## config.mk

```make
export PLATFORM = sky130hd
export DESIGN_NAME = ddr4_db_dir_ctrl
export DESIGN_NICKNAME = d
export VERILOG_FILES = /design/src/rtl/ddr4_db_dir_ctrl.sv
export SDC_FILE = /design/constraint.sdc
export NUM_CORES = 1
export LEC_CHECK = 0
export CORE_MARGIN = 4
export CORE_UTILIZATION = 30
export DETAILED_ROUTE_END_ITERATION = 16
export PLACE_DENSITY = 0.52
export SLEW_MARGIN = 20
export SYNTH_ARGS = -nofsm -noshare
export SYNTH_HDL_FRONTEND = slang
export SYNTH_SLANG_ARGS = --single-unit
```

## constraint.sdc

```tcl
create_clock -name ddr_ck -period 1.9 [get_ports ddr_ck]
set_input_delay 0.19 -clock ddr_ck [delete_from_list [all_inputs] [get_ports ddr_ck]]
set_output_delay 0.19 -clock ddr_ck [all_outputs]
set_load 0.03 [all_outputs]
```

## src/rtl/ddr4_db_dir_ctrl.sv

```systemverilog
// Per-lane DQ/DQS direction controller for the DDR4 RDIMM data-buffer delay model.
// Turns READ/WRITE commands into latency-aligned drive windows; write leveling overrides.
module ddr4_db_dir_ctrl #(
  parameter int unsigned CS_NUM = 2,
  parameter int unsigned CL     = 11,
  parameter int unsigned CWL    = 9,
  parameter int unsigned PRE    = 1,
  parameter int unsigned BURST  = 4,
  parameter int unsigned POST   = 1
) (
  input  logic              ddr_ck,
  input  logic              ddr_rst,
  input  logic              initDone,
  input  logic              ddr_act_n,
  input  logic [CS_NUM-1:0] ddr_cs_n,
  input  logic [16:14]      ddr_a,
  input  logic              db_dly_dir,
  output logic              dir_wr,
  output logic              dir_rd,
  output logic              wl_mode,
  output logic              conflict,
  output logic              idle
);

  localparam int unsigned MaxLat = (CL > CWL) ? CL : CWL;
  localparam int unsigned W      = MaxLat + BURST + POST + 1;
  localparam int unsigned RunLen = PRE + BURST + POST;

  localparam logic [W-1:0] RunOnes = {W{1'b1}} >> (W - RunLen);
  localparam logic [W-1:0] WrRun   = RunOnes << (CWL - PRE);
  localparam logic [W-1:0] RdRun   = RunOnes << (CL - PRE);

  // The preamble must fit after the command edge, otherwise the run offset goes negative.
  generate
    if (CL <= PRE || CWL <= PRE) begin : g_bad_latency
      $fatal(1, "ddr4_db_dir_ctrl: CL and CWL must both exceed PRE");
    end
  endgenerate

  logic [W-1:0] wr_sched_q, wr_sched_d;
  logic [W-1:0] rd_sched_q, rd_sched_d;
  logic         cmd_valid;

  always_comb begin
    cmd_valid  = initDone && ddr_act_n && (|(~ddr_cs_n)) && (ddr_a[16:15] == 2'b10);
    wr_sched_d = wr_sched_q >> 1;
    rd_sched_d = rd_sched_q >> 1;
    if (db_dly_dir) begin
      wr_sched_d = '0;
      rd_sched_d = '0;
    end else if (cmd_valid) begin
      if (ddr_a[14]) begin
        rd_sched_d = rd_sched_d | RdRun;
      end else begin
        wr_sched_d = wr_sched_d | WrRun;
      end
    end
  end

  // Outputs are registered from the next-state bit 0 so they line up with the schedules.
  always_ff @(posedge ddr_ck) begin
    if (ddr_rst) begin
      wr_sched_q <= '0;
      rd_sched_q <= '0;
      dir_wr     <= 1'b0;
      dir_rd     <= 1'b0;
      wl_mode    <= 1'b0;
      conflict   <= 1'b0;
      idle       <= 1'b1;
    end else begin
      wr_sched_q <= wr_sched_d;
      rd_sched_q <= rd_sched_d;
      dir_wr     <= wr_sched_d[0];
      dir_rd     <= rd_sched_d[0] & ~wr_sched_d[0];
      wl_mode    <= db_dly_dir;
      conflict   <= conflict | (wr_sched_d[0] & rd_sched_d[0]);
      idle       <= ~(|wr_sched_d) & ~(|rd_sched_d);
    end
  end

endmodule

```

==> results of run 1 <==
## path summary, 6_finish.rpt
path             startpoint       endpoint  slack (ns)
max                conflict       conflict        0.37
min                 ddr_rst        wl_mode        0.46
max reg2reg   wr_sched_q[1]           idle        0.83
min reg2reg  rd_sched_q[10]  rd_sched_q[9]        0.47
## state kept, by name (all words and copies together), names as in the netlist
register and cells:
conflict 1, rd_sched_q 15, wr_sched_q 14, dir_rd 1, wl_mode 1, idle 1
## cell usage in the layout (no fill, tap or decap)
cell type / count
a21o_1: 4
a31oi_1: 1
and2_1: 19
and4bb_2: 1
buf_4: 2
clkbuf_4: 5
clkbuf_8: 2
clkdlybuf4s50_1: 14
clkinv_2: 1
dfxtp_1: 33
inv_1: 1
nand3_1: 1
nand4_1: 1
nand4b_4: 1
nor2_1: 4
nor3_2: 1
nor3b_1: 1
nor4_1: 7
nor4b_1: 1
o21a_1: 6
o31ai_1: 1
## area by class of cell
class | count | area (µm²)
clock buffer | 7 | 65.1
clock inverter | 1 | 5.00
fill | 336 | 1870
inverter | 1 | 3.75
multi-input combinational | 49 | 340
sequential | 33 | 661
tap | 44 | 55.1
timing repair buffer | 16 | 155
## power by group
group | leakage (nW) | internal, mW | switching, mW
sequential | 0.266 | 0.695 | 0.00136
clock | 0.0413 | 0.214 | 0.218
combinational | 0.242 | 0.0285 | 0.0227
total | 0.549 | 0.937 | 0.242
## metrics by stage
stage | power, mW | hold WS, ns | setup WS (ns)
after floorplan | 0.734 | 0.257 | 0.980
after global routing | 1.25 | 0.475 | 0.294
after detailed placement | 0.764 | 0.445 | 0.479
final | 1.18 | 0.456 | 0.374
after global placement | 0.764 | 0.434 | 0.514
after CTS | 1.21 | 0.433 | 0.336
## cell families after synthesis
family	Yosys count	synth area share [%]
flops	33	64.7
simple gates	37	24.6
compound gates	12	8.70
buf+inv	4	1.96
## per-layer routing
layer / wire [µm] / share of wire, %
met1: 774 / 48
met2: 693 / 43
met3: 121 / 7.5
met4: 31 / 1.9
met5: 0 / 0
==> qor.txt, run 1 <==
Synth-to-Final Area Change - 25.9%
Largest stage delay, worst path - 0.67 ns
Final GP Congestion - 0.667
post-synth top area cell - dfxtp_1
CP cell instances - clkdlybuf4s50_1
crit path DAT - 1.34 ns
Worst-path clk slew - 0.09 ns
fmax - 655 MHz
Setup Skew - 0.00318 ns
final setup fails - 0
Die H - 66.3 µm
first-pass GRT wire length - 3020 µm
post-layout min period - 1.53 ns
Leak - 0.549 nW
Slew HR - 76.7%
worst slew pin tran - 0.347 ns
chip width - 66.3 µm
outcome - complete, no violations
Crit path depth - 1
clock buffer depth - 2
Synth Cell Area - 0.00102 mm²
num ports - 15
Worst VDD drop - 0.000365 V
DR vias/cell - 4.42
CTS tree - yes
post-route clock period utilization - 80.3%
1st-iter DRT viols - 14
Crit Path Category - reg -> out
Async SR Flop Fraction - 0%
Inserted Diodes - 0
crit-path leading delay family - buffers and inverters
Synth top area share - 64.7%
I/O Buffers - 14
detailed placer's ending HPWL - 1200 µm
startpoint types - flop
Vias - 667
slowest CP cell - clkdlybuf4s50_1
area of the die - 0.00440 mm²
flops & latches, synth - 33
cell count after placement - 143
most frequent cell after synthesis - dfxtp_1
crit end category - output port
cts hold-fix bufs - 0
Synth Flop Type - dfxtp_1
Syn Area/Cell - 11.9 µm²
Cell Area, Placed - 0.00121 mm²
Ys Warns - 0
total CTS buffers - 5
clock root cell - clkbuf_4
synth top area cells - dfxtp_1 65%, and2_1 12%, o21a_1 4.4%
critical path required time - 1.71 ns
RSZ-0062 raised after global routing - false
Core Footprint - 0.00315 mm²
Rows - 20
Syn Nets - 96
Post-synth top cells - 33 x dfxtp_1, 19 x and2_1, 7 x nor4_1, 6 x o21a_1
vias in the first global route - 688
met3 usage - 5.44%
setup TNS - 0 ns
clk_lat worst skew - 0.32 ns
ratio of cells with drive above 1 in the final layout - 12.1%
initial core utilization - 32.4%
total clock sinks - 33
Max Cap Viol - 0
# nets final - 116
Final Hold Viols - 0
Post-CTS Setup Bufs - 0
Congestion Overflow GR - 0
R2R depth - 3
Worst Path Buf+Inv - 1
Yosys cell types - 19
final std cells w/o fill - 151
gr usage total - 9.42%
Crit Path Max Fanout - 2
Power Density - 918 mW/mm²
drt drc - 0
Mapped Cells - 86
global routing usage on met1 - 10.7%
most used routing layer - met2
initial antenna violation count - 0
Worst Hold Path Cells - 2
routed wire length - 1620 µm
Final Instance Area - 0.00128 mm²
Slew Limit Fails - 0
global routing usage on met2 - 13.3%
largest net degree at the start of global routing - 19
Hold Crit Class - in -> reg
Routed WL per cell - 10.7 µm
Post-synth EDFFs - 0
PostCTS Resize Cnt - 0
sequential share of the synthesized area - 64.7%
Final Util - 40.8%
post-route ant nets - 0
H-tree depth - 2
TritonRoute pass-1 iters - 2
Power figures use the tool's default switching activity.
==> inputs of run 2 (changes only) <==
PLACE_DENSITY = 0.54   (was 0.52)
clock period = 1.4 ns   (was 1.9 ns; I/O delays follow)
==> qor.txt, run 2 (synthesis results as in run 1) <==
outcome - complete, no violations
clock root cell - clkbuf_4
largest net degree at the start of global routing - 18 (-1)
initial core utilization - 32.4% (unchanged)
I/O Buffers - 14 (unchanged)
Setup Skew - 0.00966 ns (+0.00648 ns)
Worst Path Buf+Inv - 1 (unchanged)
CP cell instances - dlygate4sd2_1
num ports - 15 (unchanged)
initial antenna violation count - 0 (unchanged)
max reg flops - 15 (unchanged)
Core Footprint - 0.00315 mm² (unchanged)
final std cells w/o fill - 151 (unchanged)
Slew Limit Fails - 0 (unchanged)
Congestion Overflow GR - 0 (unchanged)
H-tree depth - 2 (unchanged)
clock power share - 33.6% (-3.0 points)
Final Util - 40.3% (-0.44 points)
1st-iter DRT viols - 44 (+30)
FF-to-FF setup slack - 0.25 ns (-0.58 ns)
detailed placer's ending HPWL - 1220 µm (+1.4%)
DR vias/cell - 4.32 (-2.2%)
post-layout min period - 1.20 ns
Post-CTS Setup Bufs - 0 (unchanged)
# nets final - 117 (+0.86%)
part of the power in registers - 61.9% (+2.9 points)
internal power - 1.22 mW (+30%)
Die H - 66.3 µm (unchanged)
post-route ant nets - 0 (unchanged)
RSZ-0062 raised after global routing - false
PostCTS Resize Cnt - 5 (+5)
Inserted Diodes - 0 (unchanged)
TritonRoute pass-1 iters - 4 (+2)
Slew HR - 80.4% (+3.6 points)
most common cell after layout, fill and taps aside - dfxtp_1
crit-path leading delay family - buffers and inverters
Leak - 0.561 nW (+2.1%)
Rows - 20 (unchanged)
fmax - 835 MHz
total CTS buffers - 5 (unchanged)
vias in the first global route - 657 (-4.5%)
Crit Path Max Fanout - 2 (unchanged)
Crit Path Category - reg -> out
Sw Pwr - 0.308 mW (+27%)
drt drc - 0 (unchanged)
startpoint types - flop
Worst VDD drop - 0.000358 V (-1.8%)
crit path DAT - 1.06 ns (-0.28 ns)
setup TNS - 0 ns (unchanged)
Biggest register - rd_sched_q
slowest CP cell - dlygate4sd2_1
Largest regs - rd_sched_q x15, wr_sched_q x14
clock buffer depth - 2 (unchanged)
Vias - 652 (-2.2%)
chip width - 66.3 µm (unchanged)
cts hold-fix bufs - 0 (unchanged)
clk_lat worst skew - 0.32 ns (about the same)
hold slack - 0.407 ns (-0.0491 ns)
Hold Crit Class - in -> reg
critical path required time - 1.26 ns (-0.45 ns)
sw frac - 20.2% (-0.31 points)
Largest stage delay, worst path - 0.40 ns (-0.27 ns)
crit end category - output port
worst slew pin tran - 0.292 ns (-0.0551 ns)
Synth-to-Final Area Change - 24.5%
cell count after placement - 144 (+0.70%)
Final GP Congestion - 0.637 (-4.5%)
final setup fails - 0 (unchanged)
ratio of cells with drive above 1 in the final layout - 11.2% (-0.93 points)
post-route clock period utilization - 85.6%
total clock sinks - 33 (unchanged)
Routed WL per cell - 11.0 µm (+2.4%)
Max Cap Viol - 0 (unchanged)
first-pass GRT wire length - 2960 µm (-1.8%)
Gate power share - 4.5% (+0.2 points)
CTS tree - yes
routed wire length - 1660 µm (+2.4%)
Final Hold Viols - 0 (unchanged)
gr usage total - 9.59% (+0.17 points)
Worst-path clk slew - 0.09 ns (about the same)
Power Density - 1200 mW/mm² (+31%)
most frequent cells in the layout - 33 x dfxtp_1, 19 x and2_1, 9 x clkdlybuf4s50_1
area of the die - 0.00440 mm² (unchanged)
[run 2: cell types whose count changed in the layout (fill, tap and decap cells not counted), sizes merged]
cell,before,now
clkdlybuf4s50,14,9
dlygate4sd2,0,5
buf,2,3
clkinv,1,0
[run 2: power by group through the flow]
| stage | registers, mW | logic (mW) | clock network (mW) |
|---|---|---|---|
| 2_1_floorplan | 0.971 | 0.0248 | 0 |
| 3_3_place_gp | 0.966 | 0.0705 | 0 |
| 3_5_place_dp | 0.966 | 0.0708 | 0 |
| 5_1_grt | 0.945 | 0.0754 | 0.588 |
| 6_report | 0.944 | 0.0688 | 0.512 |
| 4_1_cts | 0.944 | 0.0695 | 0.538 |
[run 2: final timing paths]
kind,cells after the start,start,endpoint
setup / recovery,1,conflict,conflict
hold / removal,2,ddr_rst,wl_mode
setup reg to reg,3,wr_sched_q[1],idle
hold reg to reg,1,rd_sched_q[9],rd_sched_q[8]
[run 2: area by class of cell]
class / count / area [µm²]
repair buffers: 17 / 156
inverters: 1 / 3.75
fillers: 333 / 1880
multi-input cells: 49 / 340
flip-flops and latches: 33 / 661
well taps: 44 / 55.1
clock buffers: 7 / 55.1
[run 2: layer usage]
layer	GRT usage, %	part of all wire (%)	vias up
met3	7.14	8.4	2
met2	13.6	44	23
met5	0	0	-
met4	4.57	0.60	0
met1	10.5	47	293
li1	-	-	334
[run 2: through the flow]
stage	area (µm²)	setup WS, ns	power (mW)
after floorplan	1020	0.480	0.996
after CTS	1270	0.174	1.55
after global routing	1270	0.113	1.61
after global placement	1220	0.0963	1.04
after detailed placement	1220	0.0626	1.04
final	1270	0.202	1.52
==> inputs of run 3 (changes only) <==
CORE_UTILIZATION = 45   (was 30)
PLACE_DENSITY = 0.74   (was 0.54)
==> qor.txt, run 3 (synthesis results as in run 1) <==
largest net degree at the start of global routing - 16 (-2)
detailed placer's ending HPWL - 1180 µm (-2.8%)
I/O Buffers - 14 (unchanged)
total CTS buffers - 5 (unchanged)
DR vias/cell - 4.89 (+13%)
Leak - 0.584 nW (+4.2%)
crit end category - output port
Final Util - 62.9% (+23 points)
Synth-to-Final Area Change - 27.1%
slowest CP cell - dlygate4sd2_1
HP Start - ddr_rst
Rows - 16 (-20%)
initial core utilization - 49.5% (+17 points)
Vias - 660 (+1.2%)
post-layout min period - 1.21 ns (+0.00872 ns)
Hold Crit Class - in -> reg
RSZ-0062 raised after global routing - false
CP cell instances - dlygate4sd2_1
vias in the first global route - 721 (+9.7%)
Largest stage delay, worst path - 0.40 ns (about the same)
met2 wire length - 742 µm (+1.4%)
TritonRoute pass-1 iters - 5 (+1)
ratio of cells with drive above 1 in the final layout - 13.0% (+1.7 points)
chip width - 55.6 µm (-16%)
most frequent cells in the layout - 33 x dfxtp_1, 19 x and2_1, 9 x clkdlybuf4s50_1
critical path launch point - conflict
Die H - 55.6 µm (-16%)
top sig layer - met4
clock buffer depth - 2 (unchanged)
post-route clock period utilization - 86.2% (+0.62 points)
CTS tree - yes
Worst Hold Path Cells - 2 (unchanged)
Max Cap Viol - 0 (unchanged)
routed wire length - 1680 µm (+0.96%)
Congestion Overflow GR - 0 (unchanged)
worst slew pin tran - 0.303 ns (+0.0109 ns)
first-pass GRT wire length - 3000 µm (+1.4%)
outcome - complete, no violations
gr usage total - 12.5% (+2.9 points)
Worst VDD drop - 0.000947 V (+160%)
initial antenna violation count - 0 (unchanged)
startpoint types - flop
Crit Reg-Reg Startpoint - wr_sched_q[1]
max reg flops - 15 (unchanged)
drt drc - 0 (unchanged)
most common cell after layout, fill and taps aside - dfxtp_1
H-tree depth - 2 (unchanged)
Crit Path Max Fanout - 2 (unchanged)
setup TNS - 0 ns (unchanged)
fmax - 829 MHz (-0.72%)
Worst-path clk slew - 0.10 ns (about the same)
Slew HR - 79.9% (-0.47 points)
Largest regs - rd_sched_q x15, wr_sched_q x14
met1 wire length - 765 µm (-1.5%)
Power Density - 1450 mW/mm² (+21%)
area of the die - 0.00309 mm² (-30%)
routed wl met3 - 127 µm (-8.6%)
cts hold-fix bufs - 0 (unchanged)
Inserted Diodes - 0 (unchanged)
num ports - 15 (unchanged)
clk_lat worst skew - 0.33 ns (about the same)
Routed WL per cell - 12.4 µm (+13%)
crit path DAT - 1.07 ns (about the same)
R2R depth - 3 (unchanged)
final setup fails - 0 (unchanged)
post-route ant nets - 0 (unchanged)
Setup Skew - 0.00699 ns (-0.00267 ns)
Slew Limit Fails - 0 (unchanged)
critical path required time - 1.26 ns (about the same)
1st-iter DRT viols - 4 (-91%)
total clock sinks - 33 (unchanged)
crit-path leading delay family - buffers and inverters
Biggest register - rd_sched_q
Core Footprint - 0.00206 mm² (-35%)
Crit Path Category - reg -> out
Worst Path Buf+Inv - 1 (unchanged)
# nets final - 117 (unchanged)
Final Hold Viols - 0 (unchanged)
Crit path depth - 1 (unchanged)
Final GP Congestion - 0.710 (+11%)
clock root cell - clkbuf_4
## run 3: changes by cell type in the layout (fill, tap and decap cells not counted)
cell,previous run,this run
clkbuf_1,1,0
bufinv_16,0,2
clkbuf_8,1,0
clkinv_2,0,1
## run 3: repair_timing
item,in CTS,in global routing
buffers inserted,0,0
endpoints found under the setup margin,5,0
resized for setup,5,0
## run 3: area by class of cell
cell class	count	area [µm²]
fillers	169	764
flip-flops and latches	33	661
multi-input cells	49	340
repair buffers	17	156
clock inverters	3	65.1
clock buffers	5	37.5
well taps	27	33.8
inverters	1	3.75
## run 3: where the power goes
part | internal [mW] | total (mW) | leakage [nW] | switching [mW]
registers | 0.943 | 0.945 | 0.266 | 0.00182
logic | 0.0375 | 0.0689 | 0.263 | 0.0314
clock network | 0.553 | 0.869 | 0.0552 | 0.316
## run 3: final timing paths
check / slack [ns] / endpoint
worst max register to register: 0.32 / idle
worst min-delay path: 0.41 / conflict
worst min register to register: 0.46 / wr_sched_q[5]
worst max-delay path: 0.19 / conflict
## run 3: stage by stage
stage	hold WS, ns	instance area, µm²	setup slack [ns]	std cells	total power [mW]
global route	0.439	1300	0.117	135	1.95
CTS	0.409	1300	0.173	135	1.89
floorplan	0.207	1020	0.480	86	0.996
global placement	0.435	1200	0.0992	127	1.04
detailed placement	0.438	1200	0.0592	127	1.04
finish	0.414	1300	0.193	135	1.88
## run 3: metal layers
layer	global-route usage, %	vias up
met3	5.10	5
li1	-	337
met1	13.6	293
met5	0	-
met4	7.29	0
met2	20.3	25
